### src/rtl/buffer_arbiter_pkg.sv
// Shared constants and helpers for the buffer arbiter: requester bounds,
// index width derivation and index-to-one-hot conversion.
package buffer_arbiter_pkg;

  localparam int unsigned MIN_REQ = 2;
  localparam int unsigned MAX_REQ = 16;

  function automatic int unsigned clog2(input int unsigned n);
    int unsigned w;
    w = 0;
    while ((32'd1 << w) < n) w++;
    return w;
  endfunction

  function automatic bit num_req_ok(input int unsigned n, input int unsigned src_w);
    return (n >= MIN_REQ) && (n <= MAX_REQ) && (src_w == clog2(n));
  endfunction

  function automatic logic [MAX_REQ-1:0] to_onehot(input int unsigned idx);
    return MAX_REQ'(1) << idx;
  endfunction

endpackage

### src/rtl/buffer_arbiter_rr_grant.sv
// Combinational round-robin pick: first requester at or after ptr (mod NUM_REQ),
// one-hot grant gated by en, binary index always reported for the data mux.
module rr_grant
  import buffer_arbiter_pkg::*;
#(
  parameter int unsigned NUM_REQ   = 4,
  parameter int unsigned SRC_WIDTH = 2
) (
  input  logic [NUM_REQ-1:0]   req,
  input  logic [SRC_WIDTH-1:0] ptr,
  input  logic                 en,
  output logic [NUM_REQ-1:0]   grant,
  output logic [SRC_WIDTH-1:0] idx
);

  logic found;

  always_comb begin
    grant = '0;
    idx   = '0;
    found = 1'b0;
    for (int unsigned k = 0; k < NUM_REQ; k++) begin
      int unsigned pos;
      pos = (32'(ptr) + k) % NUM_REQ;
      if (!found && req[pos[SRC_WIDTH-1:0]]) begin
        found = 1'b1;
        idx   = pos[SRC_WIDTH-1:0];
      end
    end
    if (found && en) grant = NUM_REQ'(to_onehot(32'(idx)));
  end

endmodule

### src/rtl/negative_register.sv
// Negedge register with synchronous active-high reset and load enable.
module negative_register #(
  parameter int unsigned WIDTH = 1
) (
  input  logic             clk,
  input  logic             rst,
  input  logic             en,
  input  logic [WIDTH-1:0] d,
  output logic [WIDTH-1:0] q
);

  always_ff @(negedge clk) begin
    if (rst)     q <= '0;
    else if (en) q <= d;
  end

endmodule

### src/rtl/register.sv
// Posedge register with synchronous active-high reset and load enable.
module register #(
  parameter int unsigned WIDTH = 1
) (
  input  logic             clk,
  input  logic             rst,
  input  logic             en,
  input  logic [WIDTH-1:0] d,
  output logic [WIDTH-1:0] q
);

  always_ff @(posedge clk) begin
    if (rst)     q <= '0;
    else if (en) q <= d;
  end

endmodule

### src/rtl/buffer_arbiter.sv
// Round-robin arbiter feeding one shared single-entry buffer: posedge capture
// stage followed by a negedge re-time stage presenting data and source index.
module buffer_arbiter
  import buffer_arbiter_pkg::*;
#(
  parameter int unsigned DATA_WIDTH = 8,
  parameter int unsigned NUM_REQ    = 4,
  parameter int unsigned SRC_WIDTH  = 2
) (
  input  logic                          clk,
  input  logic                          rst,
  input  logic [NUM_REQ-1:0]            req,
  input  logic [NUM_REQ*DATA_WIDTH-1:0] req_data,
  output logic [NUM_REQ-1:0]            grant,
  output logic                          out_valid,
  output logic [DATA_WIDTH-1:0]         out_data,
  output logic [SRC_WIDTH-1:0]          out_src,
  input  logic                          out_ready
);

  if (!num_req_ok(NUM_REQ, SRC_WIDTH)) begin : g_bad_params
    $error("buffer_arbiter: NUM_REQ must be 2..16 and SRC_WIDTH must equal clog2(NUM_REQ)");
  end

  logic [SRC_WIDTH-1:0]  ptr;
  logic [SRC_WIDTH-1:0]  idx;
  logic [SRC_WIDTH-1:0]  s1_src;
  logic [DATA_WIDTH-1:0] s1_data;
  logic [DATA_WIDTH-1:0] word;
  logic                  s1_valid;
  logic                  space;
  logic                  consume;
  logic                  transfer;

  assign consume  = out_valid & out_ready;
  assign space    = ~s1_valid | consume;
  assign transfer = |grant;
  assign word     = req_data[idx*DATA_WIDTH +: DATA_WIDTH];

  rr_grant #(
    .NUM_REQ  (NUM_REQ),
    .SRC_WIDTH(SRC_WIDTH)
  ) u_rr_grant (
    .req  (req),
    .ptr  (ptr),
    .en   (space & ~rst),
    .grant(grant),
    .idx  (idx)
  );

  always_ff @(posedge clk) begin
    if (rst)
      ptr <= '0;
    else if (transfer)
      ptr <= (idx == SRC_WIDTH'(NUM_REQ-1)) ? '0 : idx + 1'b1;
  end

  // A consume without a new transfer only drops valid; data and source hold.
  register #(
    .WIDTH(1 + DATA_WIDTH + SRC_WIDTH)
  ) u_stage1 (
    .clk(clk),
    .rst(rst),
    .en (transfer | consume),
    .d  ({transfer, (transfer ? word : s1_data), (transfer ? idx : s1_src)}),
    .q  ({s1_valid, s1_data, s1_src})
  );

  negative_register #(
    .WIDTH(1 + DATA_WIDTH + SRC_WIDTH)
  ) u_stage2 (
    .clk(clk),
    .rst(rst),
    .en (1'b1),
    .d  ({s1_valid, s1_data, s1_src}),
    .q  ({out_valid, out_data, out_src})
  );

endmodule

### config.mk
export PLATFORM = sky130hd
export DESIGN_NAME = buffer_arbiter
export DESIGN_NICKNAME = d
export VERILOG_FILES = /design/src/rtl/buffer_arbiter_pkg.sv /design/src/rtl/buffer_arbiter_rr_grant.sv /design/src/rtl/negative_register.sv /design/src/rtl/register.sv /design/src/rtl/buffer_arbiter.sv
export SDC_FILE = /design/constraint.sdc
export NUM_CORES = 1
export LEC_CHECK = 0
export CAP_MARGIN = 20
export CORE_ASPECT_RATIO = 0.75
export CORE_UTILIZATION = 50
export DETAILED_ROUTE_END_ITERATION = 10
export DONT_BUFFER_PORTS = 1
export GPL_ROUTABILITY_DRIVEN = 0
export PLACE_DENSITY = 0.75
export REMOVE_ABC_BUFFERS = 1
export SYNTH_ARGS = -nofsm -noshare
export SYNTH_HDL_FRONTEND = slang
export SYNTH_SLANG_ARGS = --single-unit
### constraint.sdc
create_clock -name clk -period 8.2 [get_ports clk]
set_input_delay 1.64 -clock clk [delete_from_list [all_inputs] [get_ports clk]]
set_output_delay 1.64 -clock clk [all_outputs]
set_load 0.05 [all_outputs]
* Word-level counts from Yosys, hierarchy flattened *
Cells that the tools add are included.

storage, ports and cells
  register bits after elaboration = 24
  input port bits = 39
  output and inout port bits = 15
  logic and storage cells = 48

operators by class
  $add $sub $neg = 4
  order comparisons = 4
  equal/unequal tests = 1
  shift-type cells = 2
  muxes and demuxes = 18
  bitwise gates (word level) = 6
  reduce and logical (&&, ||, !) cells = 9

operators by type and width
  operator             number
  $shiftx 32x6->8      1
  $lt 2x3->1 const B   4
  $mux 2               5
  $bmux 1 s2           4
  $mux 1               8
  $add 2x1->2 const B  2
  $add 2x2->2 const B  2
  $logic_and 1x1->1    4
  $mux 4               1
  $reduce_or 4->1      1
  $shl 1x2->4 const A  1
  $logic_not 1->1      3
  $and 1x1->1          2
  $eq 2x2->1 const B   1
  $not 1->1            2
  $or 1x1->1           2
  $reduce_and 2->1     1

* Depth between registers and ports, before layout *
Gate-level depths: netlist of run 1.

  depth after elaboration = 17
  depth in mapped cells = 11
  mapped depth without buffers = 8

* Hierarchy *
A second synthesis of run 1 with hierarchy kept.

unflattened totals
  cells, all modules = 123
  area, all modules = 1342.5 um^2

by module, submodules not included
  module             times used  cells an instance  area an instance (um^2)  seq. area each (um^2)
  buffer_arbiter     1           35                 441.7                    40.0
  negative_register  1           36                 390.4                    220.2
  register           1           35                 386.6                    220.2
  rr_grant           1           17                 123.9                    0.0

==> results of run 1 <==
metal layers:
metal | global-route usage | vias up | share of wire
met5 | 0 | - | 0
met4 | 0.0293 | 0 | 0
met3 | 0.0762 | 0 | 0.091
met2 | 0.348 | 38 | 0.48
met1 | 0.251 | 376 | 0.43
li1 | - | 407 | -
path summary, 6_finish.rpt:
kind                        from  slack (ns)             to
setup / recovery  u_stage2.q[10]        0.86       grant[1]
hold / removal     u_stage1.q[0]        0.47  u_stage1.q[0]
setup reg to reg  u_stage2.q[10]        2.30  u_stage1.q[7]
hold reg to reg    u_stage1.q[0]        0.47  u_stage1.q[0]
through the flow:
step | util | std cells | setup WS, ns | instance area, sq um
5_1_grt | 0.583 | 145 | 0.709 | 1190
3_3_place_gp | 0.545 | 130 | 1.28 | 1120
2_1_floorplan | - | 104 | 0.914 | 1070
6_report | 0.583 | 145 | 0.855 | 1190
4_1_cts | 0.576 | 144 | 0.840 | 1180
3_5_place_dp | 0.545 | 130 | 1.23 | 1120
worst register-to-register path, delay by kind of cell, from the launching register on:
kind | cells | cell delay [ns]
AND/OR/NAND/NOR | 2 | 0.44
AO/OA/AOI/OAI | 3 | 0.70
buffers and inverters | 1 | 0.21
flip-flops | 1 | 0.32
logic make-up (layout without fill, tap and decap cells):
logic type	Yosys count	count (layout)	share of synthesized area
simple gates	39	39	0.187
flops	24	24	0.436
mux	19	19	0.173
compound gates	15	15	0.120
buf+inv	9	20	0.0386
fa+ha+maj	4	4	0.0454
layout make-up:
| class | instances | area share |
|---|---|---|
| Clock inverter | 11 | 0.0346 |
| Inverter | 2 | 0.00628 |
| Sequential cell | 24 | 0.402 |
| Clock buffer | 4 | 0.0220 |
| Timing Repair Buffer | 3 | 0.0251 |
| Tap cell | 24 | 0.0251 |
| Multi-Input combinational cell | 77 | 0.485 |
Yosys cell counts:
cell type	number	area share
a21oi_1	2	0.0091
nor2_1	4	0.014
or2_1	1	0.0057
nor2b_1	15	0.085
nor3_1	1	0.0045
nand2b_1	1	0.0057
clkbuf_1	3	0.010
mux2i_1	19	0.17
o41ai_2	1	0.015
inv_1	3	0.010
nor3b_1	1	0.0068
buf_4	2	0.014
and2_1	4	0.023
nand2_1	11	0.037
o221ai_1	8	0.064
nor4_1	1	0.0057
buf_2	1	0.0045
dfxtp_1	24	0.44
o32a_1	1	0.0091
o22ai_1	1	0.0057
a211oi_2	1	0.011
ha_1	4	0.045
a21boi_0	1	0.0068
registers in the layout, indices dropped and copies added (netlist names):
register and cells:
ptr 2, u_stage2.q 11, u_stage1.q 11
power by group through the flow:
stage	Clock, uW	Combinational (uW)	Sequential [uW]
after detailed placement	9.00	84.4	173
after CTS	74.1	84.9	171
after floorplan	9.00	67.3	173
final	73.0	86.3	171
after global routing	85.0	95.5	173
after global placement	9.00	80.7	172
==> results.sh, run 1 <==
export IMPL_status="finished, final reports clean"
export IMPL_finalClockSkew_ns=0.0804
export IMPL_setup_tns_ns=0
export IMPL_syn_area_per_cell_sq_um=10.0
export IMPL_final_nets=165
export IMPL_cts_resized=0
export IMPL_crit_buf_inv=0
export IMPL_final_setup_viol_count=0
export IMPL_hold_path_class="reg2reg"
export IMPL_postCtsSetupRepairBufs=0
export IMPL_clock_sinks=24
export IMPL_port_buffers=0
export IMPL_layout_commonest_cell="dfxtp_1"
export IMPL_slew_viol_final=0
export IMPL_dieArea_sq_um=2400
export IMPL_wl_per_cell_microns=15.6
export IMPL_drc=0
export IMPL_finalWirelength_microns=2260
export IMPL_critPathMaxStageDelay_ns=0.49
export IMPL_antenna_found_initial=0
export IMPL_regArea_sq_um=480
export IMPL_switching_share=0.387
export IMPL_cellPowerDensity_nw_per_um2=277
export IMPL_numCtsBuffers=3
export IMPL_ys_types=23
export IMPL_power_uw=331
export IMPL_holdWs_ns=0.470
export IMPL_htree_levels=1
export IMPL_power_frac_clock=0.221
export IMPL_end_kind="output port"
export IMPL_cp_depth=3
export IMPL_antenna_diode_count=0
export IMPL_clk_insertion_delay_late_ns=0.39
export IMPL_grt_overflow_total=0
export IMPL_cp_slowest_cell="and2_1"
export IMPL_rsz0062_at_grt="no"
export IMPL_crit_arrival_ns=5.70
export IMPL_power_frac_comb=0.261
export IMPL_synth_area_sq_um=1100
export IMPL_die_w_microns=56.2
export IMPL_vias=821
export IMPL_top_level_ports=54
export IMPL_n_fill_cell=190
export IMPL_grt_pass1_vias=750
export IMPL_avgViaCountPerCell=5.66
export IMPL_dp_hpwl_microns=1620
export IMPL_worst_path_dominant_cell_family="simple AND/OR/NAND/NOR gates"
export IMPL_grt_usage=0.203
export IMPL_final_cell_mix="dfxtp_1 (24), mux2i_1 (19), nor2b_1 (15), inv_1 (13), nand2_1 (11)"
export IMPL_start_util=0.538
export IMPL_reg2reg_depth=6
export IMPL_drive_above_1_share=0.0661
export IMPL_hold_violations=0
export IMPL_tritoncts="built"
export IMPL_worstPathMaxFanout=5
export IMPL_drtIter0Drc=9
export IMPL_cts_max_path_buffers=2
export IMPL_min_path_cells=2
export IMPL_multiInputGateArea_sq_um=579
export IMPL_crit_type="reg2out"
export IMPL_synth_seq_area_share=0.436
export IMPL_power_leakage_uw=0.000522
export IMPL_die_h_microns=42.7
export IMPL_firstDrtPassIters=4
export IMPL_power_switching_uw=128
export IMPL_critPathRequiredTime_ns=6.56
export IMPL_slew_headroom=0.559
export IMPL_synthCells=110
export IMPL_core_area_sq_um=2050
export IMPL_clkTransAtPathRegs_ns=0.12
export IMPL_ys_seq_elements=24
export IMPL_grt_pass1_wl_microns=3620
export IMPL_postRouteAntennaNets=0
export IMPL_grt_max_degree=21
export IMPL_intPower_uw=203
export IMPL_p_seq_frac=0.518
export IMPL_ctsHoldBuffers=0
export IMPL_area_growth_pct=8.40
export IMPL_ys_warnings_count=0
export IMPL_crit_chain="nand2_1, a211oi_2, and2_1"
export IMPL_maxCapViolCount=0
export IMPL_rows=14
export IMPL_start_kind="register"
export IMPL_root_buffer="clkbuf_4"
export IMPL_worst_ir_drop_vdd_uv=159
export IMPL_tightest_slew_ns=0.660
(Power assumes the default switching activity.)
==> run 2, diff against run 1 <==
--- a/config.mk
+++ b/config.mk
@@ -5,6 +5,7 @@
 export SDC_FILE = /design/constraint.sdc
 export NUM_CORES = 1
 export LEC_CHECK = 0
+export ABC_AREA = 1
 export CAP_MARGIN = 20
 export CORE_ASPECT_RATIO = 0.75
 export CORE_UTILIZATION = 50
==> run 2 against run 1 <==
Compared with the run above: synthesized cell count up 150%; synthesized area increased by 51%; non-clock buffer count grew 1; via count up 91%; final cell count grew 120%; hold slack got worse by 0.0092 ns; critical endpoint unchanged.
==> results.sh, run 2 <==
export IMPL_clock_sinks=24
export IMPL_area_growth_pct=5.88
export IMPL_grt_max_degree=22
export IMPL_cts_max_path_buffers=2
export IMPL_final_cells=319
export IMPL_dp_hpwl_microns=2590
export IMPL_postRouteAntennaNets=0
export IMPL_synth_edf_count=0
export IMPL_synth_seq_area_share=0.290
export IMPL_grt_busiest_layer="met2"
export IMPL_syn_area_per_cell_sq_um=6.08
export IMPL_grt_pass1_vias=1385
export IMPL_drtIter0Drc=76
export IMPL_slew_headroom=0.665
export IMPL_finalClockSkew_ns=0.0696
export IMPL_rows=17
export IMPL_crit_path_start="u_stage2.q[10]"
export IMPL_start_util=0.545
export IMPL_utilization=0.578
export IMPL_synthCells=273
export IMPL_grt_overflow_total=0
export IMPL_vias=1569
export IMPL_crit_arrival_ns=5.91
export IMPL_drc=0
export IMPL_end_kind="output port"
export IMPL_power_leakage_uw=0.00108
export IMPL_wl_per_cell_microns=10.4
export IMPL_grt_usage=0.206
export IMPL_ys_warnings_count=0
export IMPL_final_area_sq_um=1760
export IMPL_antenna_diode_count=0
export IMPL_cellPowerDensity_nw_per_um2=490
export IMPL_r2r_start="u_stage2.q[10]"
export IMPL_synth_area_sq_um=1660
export IMPL_synth_most_common_cell="inv_1"
export IMPL_critPathRequiredTime_ns=6.56
export IMPL_avgViaCountPerCell=4.92
export IMPL_grtUsageMet3=0.0504
export IMPL_status="finished, final reports clean"
export IMPL_regArea_sq_um=480
export IMPL_core_area_sq_um=3040
export IMPL_worstPathMaxFanout=4
export IMPL_ys_seq_elements=24
export IMPL_dieArea_sq_um=3550
export IMPL_layout_commonest_cell="inv_1"
export IMPL_finalWirelength_microns=3330
export IMPL_die_h_microns=51.9
export IMPL_setup_tns_ns=0
export IMPL_use_met2=0.351
export IMPL_grt_pass1_wl_microns=5580
export IMPL_cts_resized=0
export IMPL_netlist_area_leader_share=0.290
export IMPL_synthTopCellsByArea="dfxtp_1 (29%), inv_1 (17%), nand2_1 (14%)"
export IMPL_async_flop_share=0
export IMPL_slew_viol_final=0
export IMPL_final_cell_mix="inv_1 (84), nand2_1 (61), nand3_1 (30), dfxtp_1 (24), nor2_1 (18)"
export IMPL_grtUsageMet1=0.269
export IMPL_critPathCapture="grant[1]"
export IMPL_crit_type="reg2out"
export IMPL_ys_types=23
export IMPL_ys_flop_type="dfxtp_1"
export IMPL_multiInputGateArea_sq_um=812
export IMPL_synth_largest_area_cell="dfxtp_1"
export IMPL_worst_ir_drop_vdd_uv=159
export IMPL_final_nets=325
export IMPL_postCtsSetupRepairBufs=0
export IMPL_root_buffer="clkbuf_8"
export IMPL_place_inst=305
export IMPL_drive_above_1_share=0.0961
export IMPL_reg2reg_slack_ns=2.10
export IMPL_final_setup_viol_count=0
export IMPL_hold_violations=0
export IMPL_tritoncts="built"
export IMPL_start_kind="register"
export IMPL_hold_path_class="reg2reg"
export IMPL_reg2reg_depth=7
export IMPL_firstDrtPassIters=4
export IMPL_antenna_found_initial=0
export IMPL_top_level_ports=54
export IMPL_reg_top3="u_stage1.q (11), u_stage2.q (11), ptr (2)"
export IMPL_port_buffers=0
export IMPL_clk_insertion_delay_late_ns=0.33
export IMPL_yosys_top_cells_count="inv_1 (74), nand2_1 (61), nand3_1 (30)"
export IMPL_maxCapViolCount=0
export IMPL_htree_levels=1
export IMPL_place_area_sq_um=1660
export IMPL_clkTransAtPathRegs_ns=0.08
export IMPL_numCtsBuffers=3
export IMPL_tightest_slew_ns=0.503
export IMPL_ctsHoldBuffers=0
export IMPL_rsz0062_at_grt="no"
export IMPL_die_w_microns=68.5
export IMPL_n_fill_cell=319
export IMPL_timing_rr_end="ptr[1]"
## run 2: cell count changes after synthesis, moves of 4 or more
cell	delta
and2_1	-4
buf_6	+4
inv_1	+71
mux2i_1	-19
nand2_1	+50
nand2_2	+9
nand3_1	+30
nand4_1	+17
nor2_1	+14
nor2b_1	-15
o21ai_0	+5
o21ai_1	+7
o221ai_1	-8
## run 2: critical path, stage by stage, from the launching register on
cell	delay, ns
dfxtp_1	0.62
a21oi_1	0.18
nor2_1	0.21
nand2_1	0.14
nor2_1	0.14
buf_4	0.21
## run 2: worst min path at each step
stage | startpoint | endpoint | cells past startpoint
3_5_place_dp | u_stage1.q[1] | u_stage1.q[1] | 2
5_1_grt | u_stage1.q[0] | u_stage1.q[0] | 2
2_1_floorplan | u_stage1.q[1] | u_stage1.q[1] | 2
6_report | u_stage1.q[1] | u_stage1.q[1] | 2
3_3_place_gp | u_stage1.q[1] | u_stage1.q[1] | 2
4_1_cts | u_stage1.q[1] | u_stage1.q[1] | 2
## run 2: layout make-up
cell class,count,area share
clock buffers,4,0.0313
inverters,77,0.165
flip-flops and latches,24,0.274
well taps,38,0.0271
repair buffers,4,0.0171
multi-input cells,161,0.462
clock inverters,11,0.0235
## run 2: per-stage QoR
| step | hold slack, ns | total power [uW] | setup slack (ns) |
|---|---|---|---|
| finish | 0.461 | 861 | 0.645 |
| global route | 0.485 | 960 | 0.480 |
| CTS | 0.463 | 868 | 0.632 |
| detailed placement | 0.450 | 777 | 0.973 |
| global placement | 0.448 | 767 | 1.04 |
| floorplan | 0.435 | 662 | 0.726 |
## run 2: per-layer routing
| metal | wire length (microns) | share of wire | up-vias |
|---|---|---|---|
| met5 | 0 | 0 | - |
| met4 | 0 | 0 | 0 |
| met3 | 179 | 0.054 | 0 |
| met2 | 1540 | 0.46 | 45 |
| met1 | 1610 | 0.48 | 685 |
| li1 | - | - | 839 |
## run 2: cells by family after synthesis
family                   after synthesis  synth area share
AO/OA/AOI/OAI                         18            0.0626
flip-flops                            24             0.290
adder cells (fa/ha/maj)                4            0.0302
AND/OR/NAND/NOR                      139             0.397
buffers and inverters                 88             0.221
## run 2: where the power goes
part,internal [uW],switching (uW)
logic,172,386
registers,152,54.7
clock network,49.8,46.8
total,374,487
==> run 3, diff against run 2 <==
--- a/config.mk
+++ b/config.mk
@@ -13,6 +13,7 @@
 export DONT_BUFFER_PORTS = 1
 export GPL_ROUTABILITY_DRIVEN = 0
 export PLACE_DENSITY = 0.75
+export RECOVER_POWER = 50
 export REMOVE_ABC_BUFFERS = 1
 export SYNTH_ARGS = -nofsm -noshare
 export SYNTH_HDL_FRONTEND = slang
==> run 3 against run 2 <==
Compared with the run above: sequential share of layout area barely moved; total power fell by 0.22%; highest routed layer unchanged; sequential power barely moved; global-route usage did not move; clock skew did not move; combinational power barely moved; core utilization fell by 0.082 points; final cell count did not move.
==> results.sh, run 3 (synthesis results as in run 2) <==
export IMPL_rows=17
export IMPL_reg2reg_depth=7
export IMPL_status="finished, final reports clean"
export IMPL_avgViaCountPerCell=4.92
export IMPL_worstPathMaxFanout=4
export IMPL_end_kind="output port"
export IMPL_postCtsSetupRepairBufs=0
export IMPL_place_area_sq_um=1660
export IMPL_cts_max_path_buffers=2
export IMPL_critPathRequiredTime_ns=6.56
export IMPL_tightest_slew_ns=0.687
export IMPL_final_setup_viol_count=0
export IMPL_ctsHoldBuffers=0
export IMPL_antenna_found_initial=0
export IMPL_tritoncts="built"
export IMPL_layout_commonest_cell="inv_1"
export IMPL_n_fill_cell=320
export IMPL_slew_headroom=0.541
export IMPL_finalWirelength_microns=3330
export IMPL_min_path_cells=2
export IMPL_cts_resized=0
export IMPL_vias=1569
export IMPL_grt_max_degree=22
export IMPL_firstDrtPassIters=4
export IMPL_final_cells=319
export IMPL_r2r_start="u_stage2.q[10]"
export IMPL_multiInputGateArea_sq_um=810
export IMPL_start_kind="register"
export IMPL_hold_path_class="reg2reg"
export IMPL_drc=0
export IMPL_final_area_sq_um=1750
export IMPL_core_area_sq_um=3040
export IMPL_htree_levels=1
export IMPL_grt_usage=0.206
export IMPL_crit_arrival_ns=5.91
export IMPL_maxCapViolCount=0
export IMPL_rsz0062_at_grt="no"
export IMPL_reg2reg_slack_ns=1.86
export IMPL_dp_hpwl_microns=2590
export IMPL_postRouteAntennaNets=0
export IMPL_drive_above_1_share=0.0925
export IMPL_slew_viol_final=0
export IMPL_place_inst=305
export IMPL_worst_ir_drop_vdd_uv=159
export IMPL_setup_tns_ns=0
export IMPL_clock_sinks=24
export IMPL_antenna_diode_count=0
export IMPL_hold_violations=0
export IMPL_cellPowerDensity_nw_per_um2=490
export IMPL_area_growth_pct=5.73
export IMPL_min_to="u_stage1.q[1]"
export IMPL_port_buffers=0
export IMPL_finalClockSkew_ns=0.0696
export IMPL_die_w_microns=68.5
export IMPL_drtIter0Drc=76
export IMPL_reg_top3="u_stage1.q (11), u_stage2.q (11), ptr (2)"
export IMPL_clk_insertion_delay_late_ns=0.33
export IMPL_timing_rr_end="ptr[1]"
export IMPL_hp_start="u_stage1.q[1]"
export IMPL_top_level_ports=54
export IMPL_power_leakage_uw=0.00108
export IMPL_root_buffer="clkbuf_8"
export IMPL_grt_pass1_vias=1385
export IMPL_start_util=0.545
export IMPL_crit_type="reg2out"
export IMPL_numCtsBuffers=3
export IMPL_regArea_sq_um=480
export IMPL_grt_pass1_wl_microns=5580
export IMPL_clkTransAtPathRegs_ns=0.08
export IMPL_dieArea_sq_um=3550
export IMPL_final_nets=325
export IMPL_grt_overflow_total=0
export IMPL_final_cell_mix="inv_1 (84), nand2_1 (62), nand3_1 (30), dfxtp_1 (24), nor2_1 (18)"
export IMPL_die_h_microns=51.9
export IMPL_wl_per_cell_microns=10.5
[run 3: cell types whose count changed in the layout (fill, tap and decap cells not counted)]
| cell | delta |
|---|---|
| nand2_1 | +1 |
| nand2_2 | -1 |
[run 3: how the worst max path moves through the flow]
stage,slack [ns],end,startpoint,depth (start not counted)
6_report,0.65,grant[1],u_stage2.q[10],5
5_1_grt,0.48,grant[1],u_stage2.q[10],5
4_1_cts,0.63,grant[2],u_stage2.q[10],5
3_5_place_dp,0.97,grant[2],u_stage2.q[10],5
3_3_place_gp,1.04,grant[3],u_stage2.q[10],5
2_1_floorplan,0.73,grant[0],u_stage2.q[10],4
[run 3: layer usage]
metal  share of wire  track usage
met1            0.48        0.269
met2            0.46        0.351
met3           0.054       0.0504
met4               0       0.0174
met5               0            0
[run 3: cell type report]
class | count | share of cell area
Multi-Input combinational cell | 161 | 0.461
Sequential cell | 24 | 0.274
Inverter | 77 | 0.165
Clock buffer | 4 | 0.0314
Tap cell | 38 | 0.0271
Clock inverter | 11 | 0.0235
Timing Repair Buffer | 4 | 0.0171
[run 3: critical path, stage by stage (launching register included)]
cell and delay [ns]:
dfxtp_1 0.62, a21oi_1 0.18, nor2_1 0.21, nand2_1 0.14
nor2_1 0.14, buf_4 0.21
[run 3: metrics by stage]
step	utilization	hold WS (ns)	power [uW]	setup WS, ns
after detailed placement	0.547	0.450	777	0.973
after global placement	0.547	0.448	767	1.04
after CTS	0.578	0.463	868	0.632
after floorplan	-	0.435	662	0.726
after global routing	0.577	0.485	958	0.480
final	0.577	0.461	859	0.645
[run 3: power by group]
group / switching [uW] / internal [uW]
Combinational: 384 / 171
Sequential: 54.7 / 152
Clock: 46.8 / 49.8
Total: 486 / 373
